[src/rtl/magma_round_ctrl.sv]
// magma_round_ctrl
//   Sequences one full 32-round Magma (64-bit block) encryption or decryption.
//   It shares one external single-stage round core that computes
//   rotl11(S(text_sum)) ^ op3 on each 32-bit lane. This controller holds the
//   block halves, the key and the mode, forms the modular key add, walks the
//   key schedule and handles the upstream and downstream valid/ready handshakes.
//
// Parameters
//   LANE           round-core lane used: 0 = bits [31:0], 1 = bits [63:32]
//
// Ports
//   clock          system clock, rising edge
//   reset_n        asynchronous active-low reset
//   flush          synchronous abort, discards the block in flight
//   in_valid/in_ready, in_mode (0 enc, 1 dec), in_key[255:0], in_data[63:0]
//   out_valid/out_ready, out_data[63:0]
//   busy           controller not idle
//   core_enable    round-core capture strobe
//   core_text_sum  round-core S-box input (a0 + K(round) on LANE)
//   core_op3       round-core XOR operand (a1 on LANE)
//   core_result    round-core output, valid the cycle after core_enable
//
// state | meaning
// IDLE  | ready for a new block
// ISSUE | present a0 + K(round) and a1 to the round core
// WAIT  | round-core result available, update the block halves
// DONE  | result held on out_data until out_ready
module magma_round_ctrl #(
  parameter int unsigned LANE = 0
) (
  input  logic         clock,
  input  logic         reset_n,
  input  logic         flush,
  input  logic         in_valid,
  output logic         in_ready,
  input  logic         in_mode,
  input  logic [255:0] in_key,
  input  logic [63:0]  in_data,
  output logic         out_valid,
  input  logic         out_ready,
  output logic [63:0]  out_data,
  output logic         busy,
  output logic         core_enable,
  output logic [63:0]  core_text_sum,
  output logic [63:0]  core_op3,
  input  logic [63:0]  core_result
);

  typedef enum logic [1:0] {
    IDLE  = 2'd0,
    ISSUE = 2'd1,
    WAIT  = 2'd2,
    DONE  = 2'd3
  } state_e;

  state_e           state_q, state_d;
  logic [4:0]       round_q, round_d;
  logic [31:0]      a1_q, a1_d;
  logic [31:0]      a0_q, a0_d;
  // key_q[7] holds K0 (in_key[255:224]) down to key_q[0] holding K7.
  logic [7:0][31:0] key_q, key_d;
  logic             mode_q, mode_d;

  logic             reverse;
  logic [2:0]       key_sel;
  logic [31:0]      round_key;
  logic [31:0]      text_sum;
  logic [31:0]      lane_result;
  logic             unused_lane;

  // Encrypt walks K0..K7 three times then K7..K0; decrypt walks K0..K7 once
  // then K7..K0 three times.
  assign reverse = mode_q ? (round_q >= 5'd8) : (round_q >= 5'd24);

  // Ki sits at key_q[7-i], and 7-i in three bits is ~i, so the forward order
  // uses the inverted round bits and the reversed order uses them directly.
  assign key_sel   = reverse ? round_q[2:0] : ~round_q[2:0];
  assign round_key = key_q[key_sel];
  assign text_sum  = a0_q + round_key;

  assign lane_result = core_result[LANE*32 +: 32];
  assign unused_lane = ^core_result[(1-LANE)*32 +: 32];

  always_comb begin
    state_d       = state_q;
    round_d       = round_q;
    a1_d          = a1_q;
    a0_d          = a0_q;
    key_d         = key_q;
    mode_d        = mode_q;
    in_ready      = 1'b0;
    out_valid     = 1'b0;
    core_enable   = 1'b0;
    core_text_sum = '0;
    core_op3      = '0;

    case (state_q)
      IDLE: begin
        in_ready = 1'b1;
        if (in_valid) begin
          a1_d    = in_data[63:32];
          a0_d    = in_data[31:0];
          key_d   = in_key;
          mode_d  = in_mode;
          round_d = 5'd0;
          state_d = ISSUE;
        end
      end
      ISSUE: begin
        core_enable                    = 1'b1;
        core_text_sum[LANE*32 +: 32]   = text_sum;
        core_op3[LANE*32 +: 32]        = a1_q;
        state_d                        = WAIT;
      end
      WAIT: begin
        if (round_q == 5'd31) begin
          // Last round keeps the halves in place instead of swapping.
          a1_d    = lane_result;
          state_d = DONE;
        end else begin
          a1_d    = a0_q;
          a0_d    = lane_result;
          round_d = round_q + 5'd1;
          state_d = ISSUE;
        end
      end
      DONE: begin
        out_valid = 1'b1;
        if (out_ready) begin
          state_d = IDLE;
        end
      end
      default: begin
        state_d = IDLE;
      end
    endcase

    // Flush overrides everything, including an accept or a held result.
    if (flush) begin
      state_d = IDLE;
      round_d = 5'd0;
    end
  end

  always_ff @(posedge clock or negedge reset_n) begin
    if (!reset_n) begin
      state_q <= IDLE;
      round_q <= 5'd0;
      a1_q    <= 32'd0;
      a0_q    <= 32'd0;
      key_q   <= '0;
      mode_q  <= 1'b0;
    end else begin
      state_q <= state_d;
      round_q <= round_d;
      a1_q    <= a1_d;
      a0_q    <= a0_d;
      key_q   <= key_d;
      mode_q  <= mode_d;
    end
  end

  assign busy = (state_q != IDLE);
  // Only a finished block is ever visible; intermediate halves stay hidden.
  assign out_data = out_valid ? {a1_q, a0_q} : 64'd0;

endmodule
[config.mk]
export PLATFORM = sky130hd
export DESIGN_NAME = magma_round_ctrl
export DESIGN_NICKNAME = d
export VERILOG_FILES = /design/src/rtl/magma_round_ctrl.sv
export SDC_FILE = /design/constraint.sdc
export NUM_CORES = 1
export LEC_CHECK = 0
export BUFFER_PORTS_ARGS = -buffer_cell sky130_fd_sc_hd__buf_2
export CAP_MARGIN = 25
export CELL_PAD_IN_SITES_DETAIL_PLACEMENT = 1
export CELL_PAD_IN_SITES_GLOBAL_PLACEMENT = 2
export CORE_ASPECT_RATIO = 2
export CORE_UTILIZATION = 30
export CTS_CLUSTER_DIAMETER = 200
export CTS_CLUSTER_SIZE = 24
export DETAILED_ROUTE_END_ITERATION = 12
export GPL_TIMING_DRIVEN = 0
export MAX_ROUTING_LAYER = met4
export PLACE_DENSITY = 0.84
export SLEW_MARGIN = 20
export SYNTH_ARGS = -nofsm -noshare
export SYNTH_HDL_FRONTEND = slang
export SYNTH_SLANG_ARGS = --single-unit
[constraint.sdc]
create_clock -name clock -period 4.43 [get_ports clock]
set_input_delay 0.886 -clock clock [delete_from_list [all_inputs] [get_ports clock]]
set_output_delay 0.886 -clock clock [all_outputs]
set_load 0.02 [all_outputs]
==> impl_metrics.py <==
metrics = {
    "logic_synthesis": {
        "synth_top_area_share_pct": 44.3,
        "synth-compound-area-share_pct": 7.68,
        "synth_area_sq_um": 18500,
        "synthAdderAreaFrac_pct": 3.02,
        "yosysWarnings": 0,
        "yosysUniqueCellTypes": 63,
        "synthArstFlopShare_pct": 100,
        "yosysTopAreaCell": "dfrtp_1",
        "yosysMostFrequentCell": "dfrtp_1",
        "synth_area_leaders": "dfrtp_1, mux2_2, mux4_2",
        "synthXorXnorAreaFrac_pct": 0.993,
        "synth_mux_area_share_pct": 29.6,
        "ys_ff_latch": 328,
        "synth-edff-count": 0,
        "synth_ff_type": "dfrtp_1",
        "synth.avg_cell_area_sq_um": 12.2,
        "synth_top_family_by_area": "multiplexers",
        "seq_area_frac_synth_pct": 44.3,
        "synth_cells": 1513,
        "synth_common_cells": "dfrtp_1, mux2_2, mux2i_1",
        "synth_simple_gate_area_share_pct": 8.94,
    },
    "timing": {
        "skew_ns": 0.0176,
        "hold_viol": 0,
        "setup_ws_ns": -1.56,
        "layout_worst_path_cycle_share_pct": 135,
        "setup_viol": 31,
        "tightest_slew_ns": 1.05,
        "rsz0062_at_grt": "true",
        "report.final.slew_viol_count": 0,
        "max_freq_mhz": 167,
        "fin_crit_ns": 5.99,
        "slew_headroom_pct": 30.1,
    },
    "clock_network": {
        "tritoncts": "done",
        "clk_latency_ns": 0.54,
        "cts-htree-levels": 1,
        "hold_buffers": 0,
        "clockBufferDepth": 3,
        "path_clk_slew_ns": 0.10,
        "clkSinkCount": 328,
        "cts_root_buf": "clkbuf_16",
        "cts_buffers": 17,
    },
    "critical_path": {
        "r2r_cells": 10,
        "r2r_end": "a0_q[13]$_DFFE_PN0P_",
        "critPathLaunch": "round_q[4]$_DFFE_PN0P_",
        "end_kind": "output port",
        "cp.arrival_ns": 5.11,
        "r2r_start": "round_q[2]$_DFFE_PN0P_",
        "setup.worst_path.class": "flip-flop to output port",
        "crit_end": "core_text_sum[21]",
        "startpoint_type": "flip-flop",
        "reg2reg_slack_ns": 1.00,
        "worst-path-max-fanout": 10,
        "cp.required_ns": 3.54,
    },
    "floorplan": {
        "initial_core_util_pct": 30.3,
        "dieArea_sq_um": 62800,
        "die_x_um": 178,
        "core_sq_um": 61000,
        "fp.dieH_um": 353,
        "io_pins": 586,
        "num_rows": 128,
    },
    "pwr": {
        "power.share.sequential_pct": 41.2,
        "p_int_mw": 6.07,
        "leakage_nw": 11.4,
        "p_clk_share_pct": 18.0,
        "p_comb_share_pct": 40.9,
        "powerDensity_nw_per_um2": 390,
        "vdd_drop_max_uv": 339,
        "switchingPower_mw": 3.44,
        "swShare_pct": 36.1,
    },
    "drt": {
        "drt-met1-wl_um": 27600,
        "dr_wl_met2_um": 42400,
        "first_iter_violations": 593,
        "routed_wl_um": 77800,
        "antenna_left": 0,
        "firstDrtPassIters": 5,
        "vias": 14987,
        "wire_per_inst_um": 26.5,
        "vias_per_cell": 5.11,
        "dr.max_layer_used": "met4",
        "route.detailed.drc": 0,
        "dr_wl_met3_um": 4350,
    },
    "global_routing": {
        "grt_pass1_wl_um": 113000,
        "grt_pass1_vias": 17165,
        "grt_max_degree": 98,
        "antenna_found_initial": 25,
        "grt-ovfl-total": 0,
        "track_usage_pct": 25.5,
    },
    "status": {
        "violations": "setup timing",
        "outcome": "finished with violations",
    },
    "final_layout": {
        "syn_to_final_growth_pct": 31.6,
        "nNetsFinal": 2564,
        "final_area_sq_um": 24400,
        "layout-drive-gt1-share_pct": 53.7,
    },
    "placed_design": {
        "dp.final_hpwl_um": 63200,
        "gp_congestion": 0.911,
        "placed_cell_area_sq_um": 22500,
        "dp_slack_ns": -1.78,
        "place.port_buffers": 489,
    },
    "worst_hold_path": {
        "worstHoldPathType": "input pin to async pin",
    },
    "job": {
        "cap_viol_max_count": 0,
    },
}
==> power by group through the flow <==
stage               Clock, mW  Sequential [mW]  Combinational (mW)
floorplan                   0             3.78                2.22
global placement            0             3.91                3.17
detailed placement          0             3.96                3.28
CTS                      1.79             3.91                3.73
global route             1.88             3.99                4.15
finish                   1.71             3.91                3.89
==> worst max-delay path, stage by stage (launching register included) <==
cell and delay, ns:
dfrtp_1 0.42, maj3_4 0.40, buf_4 0.18, xnor2_4 0.18, buf_8 0.17, buf_8 0.17
mux4_2 0.34, mux2_2 0.34, ha_4 0.27, a211o_1 0.28, a211o_1 0.30, a221oi_4 0.30
buf_12 0.16, o311ai_4 0.17, a31oi_2 0.28, mux2i_2 0.36, buf_4 0.20
==> cell type report <==
cell class	instances	area, sq um
Timing Repair Buffer	542	3140
Buffer	170	1090
Clock buffer	17	425
Multi-Input combinational cell	1061	10400
Antenna cell	23	57.6
Fill cell	6807	36700
Tap cell	780	976
Clock inverter	1	8.76
Inverter	11	41.3
Sequential cell	328	8210
==> kinds of logic after synthesis <==
group,count (synthesis)
other cells,1
buf+inv,187
mux,427
flops,328
compound gates,211
simple gates,297
xor+xnor,18
fa+ha+maj,44
==> worst min path at each step <==
| stage | endpoint | cells after the start | from |
|---|---|---|---|
| finish | a1_q[24]$_DFFE_PN0P_ | 1 | reset_n |
| global route | a1_q[24]$_DFFE_PN0P_ | 1 | reset_n |
| CTS | a1_q[24]$_DFFE_PN0P_ | 1 | reset_n |
| detailed placement | key_q[217]$_DFFE_PN0P_ | 1 | key_q[217]$_DFFE_PN0P_ |
| global placement | key_q[173]$_DFFE_PN0P_ | 1 | key_q[173]$_DFFE_PN0P_ |
| floorplan | key_q[192]$_DFFE_PN0P_ | 1 | key_q[192]$_DFFE_PN0P_ |
==> metal layers <==
layer	vias up	track usage, %
met3	122	4.13
met2	558	47.3
met5	-	-
met1	7630	25.9
met4	0	10.9
li1	6677	-
==> state kept, by name, summed over array words and instances, names as in the netlist <==
signal,count
mode_q,1
key_q,256
state_q,2
a0_q,32
round_q,5
a1_q,32
==> layout by cell type (no fill, tap or decap), types with 9 or more instances in the layout <==
master,n
a21o_1,15
a21oi_1,50
a21oi_2,9
and2_1,37
and3_1,69
buf_12,9
buf_2,489
buf_4,116
buf_6,22
clkbuf_1,52
clkbuf_16,17
conb_1,64
dfrtp_1,328
diode_2,23
ha_1,19
ha_4,18
inv_1,11
mux2_2,278
mux2_4,10
mux2i_1,65
mux4_2,67
nand2_1,59
nand2b_1,12
nand4_1,11
nor2_1,20
nor2_2,11
nor3b_1,32
o21ai_0,39
o22a_1,34
==> timing repair <==
item	CTS	global route
pin swaps	29	30
cloned	1	0
resized for setup	167	44
setup buffers	37	12
setup endpoints to repair	32	31
==> through the flow <==
step / power (mW) / std cells / util [%] / setup TNS [ns] / hold slack (ns)
finish: 9.51 / 2933 / 39.9 / -32.34 / 0.244
detailed placement: 7.24 / 2849 / 36.9 / -36.17 / 0.492
global placement: 7.08 / 2845 / 36.7 / -1254.94 / 0.484
floorplan: 6.00 / 1576 / - / -6.64 / 0.475
global route: 10.0 / 2932 / 39.9 / -36.94 / 0.255
CTS: 9.43 / 2900 / 39.4 / -33.98 / 0.236
(Power assumes the default switching activity.)
